--- src/rtl/lfsr_index_finder_if.sv ---
// Request/result bundle for the LFSR index finder: seed and target in, index/found/done/busy out.
// master = requester, slave = finder.
interface lfsr_index_finder_if #(
    parameter int WIDTH = 8
);
    logic             start;
    logic [WIDTH-1:0] sw_in;
    logic [WIDTH-1:0] target;
    logic [WIDTH-1:0] idx;
    logic             found;
    logic             done;
    logic             busy;

    modport master (
        output start, sw_in, target,
        input  idx, found, done, busy
    );

    modport slave (
        input  start, sw_in, target,
        output idx, found, done, busy
    );
endinterface

--- src/rtl/lfsr_index_finder.sv ---
// Purpose: recovers the sequence index of a target value by stepping an LFSR from the seed.
// Latency: index k reported k+1 cycles after acceptance, not-found after MAX_STEPS cycles.
// Backpressure: start is only sampled while idle; requests made while busy are dropped.
module lfsr_index_finder #(
    parameter int               WIDTH     = 8,
    parameter logic [WIDTH-1:0] TAPS      = 'hB8,
    parameter int               MAX_STEPS = 255
) (
    input  logic                clk,
    input  logic                rst_n,
    lfsr_index_finder_if.slave  bus
);

    typedef enum logic {
        IDLE   = 1'b0,
        SEARCH = 1'b1
    } state_t;

    localparam logic [WIDTH-1:0] LAST_CNT  = WIDTH'(MAX_STEPS - 1);
    localparam logic [WIDTH-1:0] NOT_FOUND = {WIDTH{1'b1}};

    state_t           state_q, state_d;
    logic [WIDTH-1:0] lfsr_q, lfsr_d;
    logic [WIDTH-1:0] tgt_q, tgt_d;
    logic [WIDTH-1:0] cnt_q, cnt_d;
    logic [WIDTH-1:0] idx_q, idx_d;
    logic             found_q, found_d;
    logic             done_q, done_d;
    logic             busy_q, busy_d;
    logic [WIDTH-1:0] lfsr_step;

    // Same step as the forward generator, so k steps from the seed lands on index k.
    assign lfsr_step = {lfsr_q[WIDTH-2:0], ^(lfsr_q & TAPS)};

    always_ff @(posedge clk or negedge rst_n) begin
        if (!rst_n) begin
            state_q <= IDLE;
            lfsr_q  <= '0;
            tgt_q   <= '0;
            cnt_q   <= '0;
            idx_q   <= '0;
            found_q <= 1'b0;
            done_q  <= 1'b0;
            busy_q  <= 1'b0;
        end else begin
            state_q <= state_d;
            lfsr_q  <= lfsr_d;
            tgt_q   <= tgt_d;
            cnt_q   <= cnt_d;
            idx_q   <= idx_d;
            found_q <= found_d;
            done_q  <= done_d;
            busy_q  <= busy_d;
        end
    end

    always_comb begin
        state_d = state_q;
        lfsr_d  = lfsr_q;
        tgt_d   = tgt_q;
        cnt_d   = cnt_q;
        idx_d   = idx_q;
        found_d = found_q;
        done_d  = 1'b0;
        busy_d  = busy_q;

        unique case (state_q)
            IDLE: begin
                // Previous result stays visible until the next request is taken.
                if (bus.start) begin
                    lfsr_d  = bus.sw_in;
                    tgt_d   = bus.target;
                    cnt_d   = '0;
                    idx_d   = '0;
                    found_d = 1'b0;
                    busy_d  = 1'b1;
                    state_d = SEARCH;
                end
            end
            SEARCH: begin
                if (lfsr_q == tgt_q) begin
                    idx_d   = cnt_q;
                    found_d = 1'b1;
                    done_d  = 1'b1;
                    busy_d  = 1'b0;
                    state_d = IDLE;
                end else if (cnt_q == LAST_CNT) begin
                    // Index MAX_STEPS would alias index 0, so the period is exhausted here.
                    idx_d   = NOT_FOUND;
                    found_d = 1'b0;
                    done_d  = 1'b1;
                    busy_d  = 1'b0;
                    state_d = IDLE;
                end else begin
                    lfsr_d = lfsr_step;
                    cnt_d  = cnt_q + WIDTH'(1);
                end
            end
            default: state_d = IDLE;
        endcase
    end

    assign bus.idx   = idx_q;
    assign bus.found = found_q;
    assign bus.done  = done_q;
    assign bus.busy  = busy_q;

endmodule

--- src/flat_wrapper.sv ---
// flat-port wrapper written by rule: the top's interface ports become plain ports
module lfsr_index_finder_flat 
#(
    parameter int               WIDTH     = 8,
    parameter logic [WIDTH-1:0] TAPS      = 'hB8,
    parameter int               MAX_STEPS = 255
)
  (clk, rst_n, bus_start, bus_sw_in, bus_target, bus_idx, bus_found, bus_done, bus_busy);
  lfsr_index_finder_if #(.WIDTH(WIDTH)) bus_i ();
  input  logic clk;
  input  logic rst_n;
  input wire logic [$bits(bus_i.start)-1:0] bus_start;
  input wire logic [$bits(bus_i.sw_in)-1:0] bus_sw_in;
  input wire logic [$bits(bus_i.target)-1:0] bus_target;
  output wire logic [$bits(bus_i.idx)-1:0] bus_idx;
  output wire logic [$bits(bus_i.found)-1:0] bus_found;
  output wire logic [$bits(bus_i.done)-1:0] bus_done;
  output wire logic [$bits(bus_i.busy)-1:0] bus_busy;
  assign bus_i.start = bus_start;
  assign bus_i.sw_in = bus_sw_in;
  assign bus_i.target = bus_target;
  assign bus_idx = bus_i.idx;
  assign bus_found = bus_i.found;
  assign bus_done = bus_i.done;
  assign bus_busy = bus_i.busy;
  lfsr_index_finder #(.WIDTH(WIDTH), .TAPS(TAPS), .MAX_STEPS(MAX_STEPS)) u_core (.clk(clk), .rst_n(rst_n), .bus(bus_i));
endmodule
--- config.mk ---
export PLATFORM = sky130hd
export DESIGN_NAME = lfsr_index_finder_flat
export DESIGN_NICKNAME = d
export VERILOG_FILES = /design/src/rtl/lfsr_index_finder_if.sv /design/src/rtl/lfsr_index_finder.sv /design/src/flat_wrapper.sv
export SDC_FILE = /design/constraint.sdc
export NUM_CORES = 1
export LEC_CHECK = 0
export CORE_MARGIN = 5
export CORE_UTILIZATION = 45
export DETAILED_ROUTE_END_ITERATION = 8
export GPL_ROUTABILITY_DRIVEN = 0
export PLACE_DENSITY = 0.7
export SLEW_MARGIN = 20
export SYNTH_ARGS = -nofsm -noshare
export SYNTH_HDL_FRONTEND = slang
export SYNTH_SLANG_ARGS = --single-unit
export TNS_END_PERCENT = 1
--- constraint.sdc ---
create_clock -name clk -period 1.85 [get_ports clk]
set_input_delay 0.2775 -clock clk [delete_from_list [all_inputs] [get_ports clk]]
set_output_delay 0.2775 -clock clk [all_outputs]
set_load 0.02 [all_outputs]
==> results.sh <==
export IMPL_status="completed"
export IMPL_ff2ff_path_depth=5
export IMPL_worstPathArrival_ps=1960
export IMPL_max_freq_ghz=0.580
export IMPL_synthArstFlopShare=1.00
export IMPL_die_area_sq_um=5260
export IMPL_port_buffers=29
export IMPL_finalHoldViolCount=0
export IMPL_postRouteAntennaNets=0
export IMPL_crit_fanout=7
export IMPL_drv_cap=0
export IMPL_reg2reg_from="u_core.lfsr_q[4]"
export IMPL_synth_main_ff_cell="dfrtp_1"
export IMPL_critPathCaptureType="flop"
export IMPL_grt_max_degree=37
export IMPL_min_period_ps=1720
export IMPL_synthesis_area_sq_um=1760
export IMPL_final_util=0.617
export IMPL_avgSynthCellArea_sq_um=9.72
export IMPL_drive_above_1_share=0.157
export IMPL_cp_required_ps=2080
export IMPL_grtUsageTotal=0.176
export IMPL_setup_viol_count_final=0
export IMPL_rows=22
export IMPL_area_growth_pct=30.4
export IMPL_yosysWarnings=0
export IMPL_detailedPlacementHpwl_um=2980
export IMPL_period_share=0.931
export IMPL_postCtsHoldBufs=0
export IMPL_drtIter0Drc=150
export IMPL_worst_hold_slack_ps=404
export IMPL_remaining_drc_errors=0
export IMPL_grt_pass1_wl_um=7160
export IMPL_die_x_um=72.5
export IMPL_path_delay_family="simple AND/OR/NAND/NOR gates"
export IMPL_path_clk_slew_ps=80
export IMPL_die_h_um=72.5
export IMPL_fin_nets=243
export IMPL_relSlewSlack=0.590
export IMPL_coreArea_sq_um=3720
export IMPL_cts_buffers_inserted=5
export IMPL_clock_sinks=36
export IMPL_h_tree_depth=2
export IMPL_powerDensity_nw_per_um2=1630
export IMPL_r2r_end="u_core.lfsr_q[0]"
export IMPL_start_util=0.473
export IMPL_crit_path_top_delay_cell="dfrtp_1"
export IMPL_slowest_delay_ps=440
export IMPL_clockBufferDepth=2
export IMPL_slew_violations=0
export IMPL_clk_insertion_delay_late_ps=290
export IMPL_routed_via_density=5.71
export IMPL_crit_chain="xnor2_1 -> nand4_1 -> or2_4 -> a21oi_2 -> a221o_1"
export IMPL_criticalPathCategory="reg -> reg"
export IMPL_cts_root_buffer="clkbuf_8"
export IMPL_critPathLaunchType="flop"
export IMPL_synth_fp_nets=202
export IMPL_rrSetupSlack_ps=130
export IMPL_drtPass1Iterations=4
export IMPL_tightestPinTransition_ps=615
export IMPL_tritoncts="yes"
export IMPL_ir_drop_mv=0.753
export IMPL_seq_area_frac_synth=0.512
export IMPL_wire_per_inst_um=15.9
export IMPL_overflow=0
export IMPL_synth_seq_cells=36
export IMPL_drt_total_wl_um=4300
export IMPL_hold_path_class="in -> async"
export IMPL_leakagePower_nw=1.05
export IMPL_finClkSkew_ps=8.07
export IMPL_pin_count=30
export IMPL_antenna_found_initial=0
export IMPL_n_antenna_cell=0
export IMPL_synth_edff_count=0
export IMPL_ys_types=36
export IMPL_vias=1548
export IMPL_synthesis_instances=181
export IMPL_critPathBufInv=0
export IMPL_grt_pass1_vias=1527
repair_timing:
| item | 4_1_cts | 5_1_grt |
|---|---|---|
| gates resized for setup | 1 | 1 |
| buffers inserted | 0 | 4 |
| cloned | 0 | 1 |
| endpoints found under the setup margin | 2 | 13 |
| pin swaps | 0 | 3 |
layout by cell type, fill, tap and decap left out, drive strengths merged, types with 2 or more instances in the layout:
master and count:
clkdlybuf4s50 29, nor3 4, nand2b 2, clkbuf 6, o221a 8, o21ai 3
xnor2 11, nand3 6, a21o 9, nor2 9, nand4 3, inv 10
a21oi 17, dfrtp 36, or2 2, nand2 32, buf 13, o22ai 7
ha 2
cells by family (layout without fill, tap and decap cells):
group           Yosys count  in the layout  share of synthesized area
simple gates             62             62                      0.158
fa+ha+maj                 2              2                     0.0142
mux                       1              1                    0.00569
flops                    36             36                      0.512
buf+inv                  19             60                     0.0441
xor+xnor                 11             11                     0.0548
compound gates           50             51                      0.211
power by group:
group	total (W)	internal [W]	switching [W]
sequential	0.00144	0.00111	0.000333
combinational	0.00161	0.000821	0.000787
clock	0.000685	0.000400	0.000285
total	0.00374	0.00233	0.00140
worst register-to-register path: stages, from the launching register on:
cell and delay, ps:
dfrtp_1 440, xnor2_1 180, nand4_1 220, or2_4 370, a21oi_2 280, a221o_1 190
cell usage after synthesis, types with 2 or more instances:
cell | n | area share
nand2b_1 | 2 | 0.0071
dfrtp_1 | 36 | 0.51
inv_1 | 9 | 0.019
nand3_1 | 6 | 0.017
nand2_1 | 31 | 0.066
clkbuf_1 | 6 | 0.013
o21ai_0 | 2 | 0.0057
a21oi_1 | 15 | 0.043
xnor2_1 | 11 | 0.055
nand4_1 | 3 | 0.011
buf_2 | 2 | 0.0057
nor3_1 | 4 | 0.011
nor2_1 | 9 | 0.019
o221a_2 | 8 | 0.051
o22ai_1 | 7 | 0.025
a21o_1 | 9 | 0.038
ha_1 | 2 | 0.014
metal layers:
metal | share of wire | track usage | wire (um)
met2 | 0.50 | 0.293 | 2140
met3 | 0.065 | 0.0540 | 279
met5 | 0 | 0 | 0
met4 | 0.027 | 0.0738 | 114
met1 | 0.41 | 0.210 | 1770
flip-flops by register name, summed over array words and instances (netlist names):
| register | flops |
|---|---|
| u_core.bus.busy | 1 |
| u_core.bus.done | 1 |
| u_core.bus.found | 1 |
| u_core.bus.idx | 8 |
| u_core.cnt_q | 8 |
| u_core.lfsr_q | 8 |
| u_core.state_q | 1 |
| u_core.tgt_q | 8 |
how the worst max path moves through the flow:
| stage | start | end | depth (start not counted) |
|---|---|---|---|
| after detailed placement | u_core.lfsr_q[6] | u_core.cnt_q[7] | 5 |
| after global routing | u_core.lfsr_q[3] | u_core.bus.idx[7] | 5 |
| after floorplan | u_core.cnt_q[0] | u_core.cnt_q[4] | 8 |
| final | u_core.lfsr_q[4] | u_core.lfsr_q[0] | 5 |
| after global placement | u_core.lfsr_q[3] | u_core.cnt_q[7] | 5 |
| after CTS | u_core.lfsr_q[6] | u_core.cnt_q[0] | 6 |
through the flow:
step	instances	power [W]	instance area (sq um)	setup slack, ps	setup TNS, ps
detailed placement	258	0.00297	2140	-26.9	-43.5
global placement	258	0.00288	2140	65.8	0
floorplan	181	0.00243	1760	285	0
CTS	266	0.00368	2250	17.7	0
finish	271	0.00374	2290	127	0
global route	271	0.00399	2290	-5.32	-13.2
area by class of cell:
cell class                 instances  area, sq um
clock buffer                       6         72.6
inverter                          10         37.5
clock inverter                     2         35.0
tap                               48         60.1
multi-input combinational        127          800
sequential                        36          901
fill                             315         1420
timing repair buffer              42          388
(Power assumes the default switching activity.)
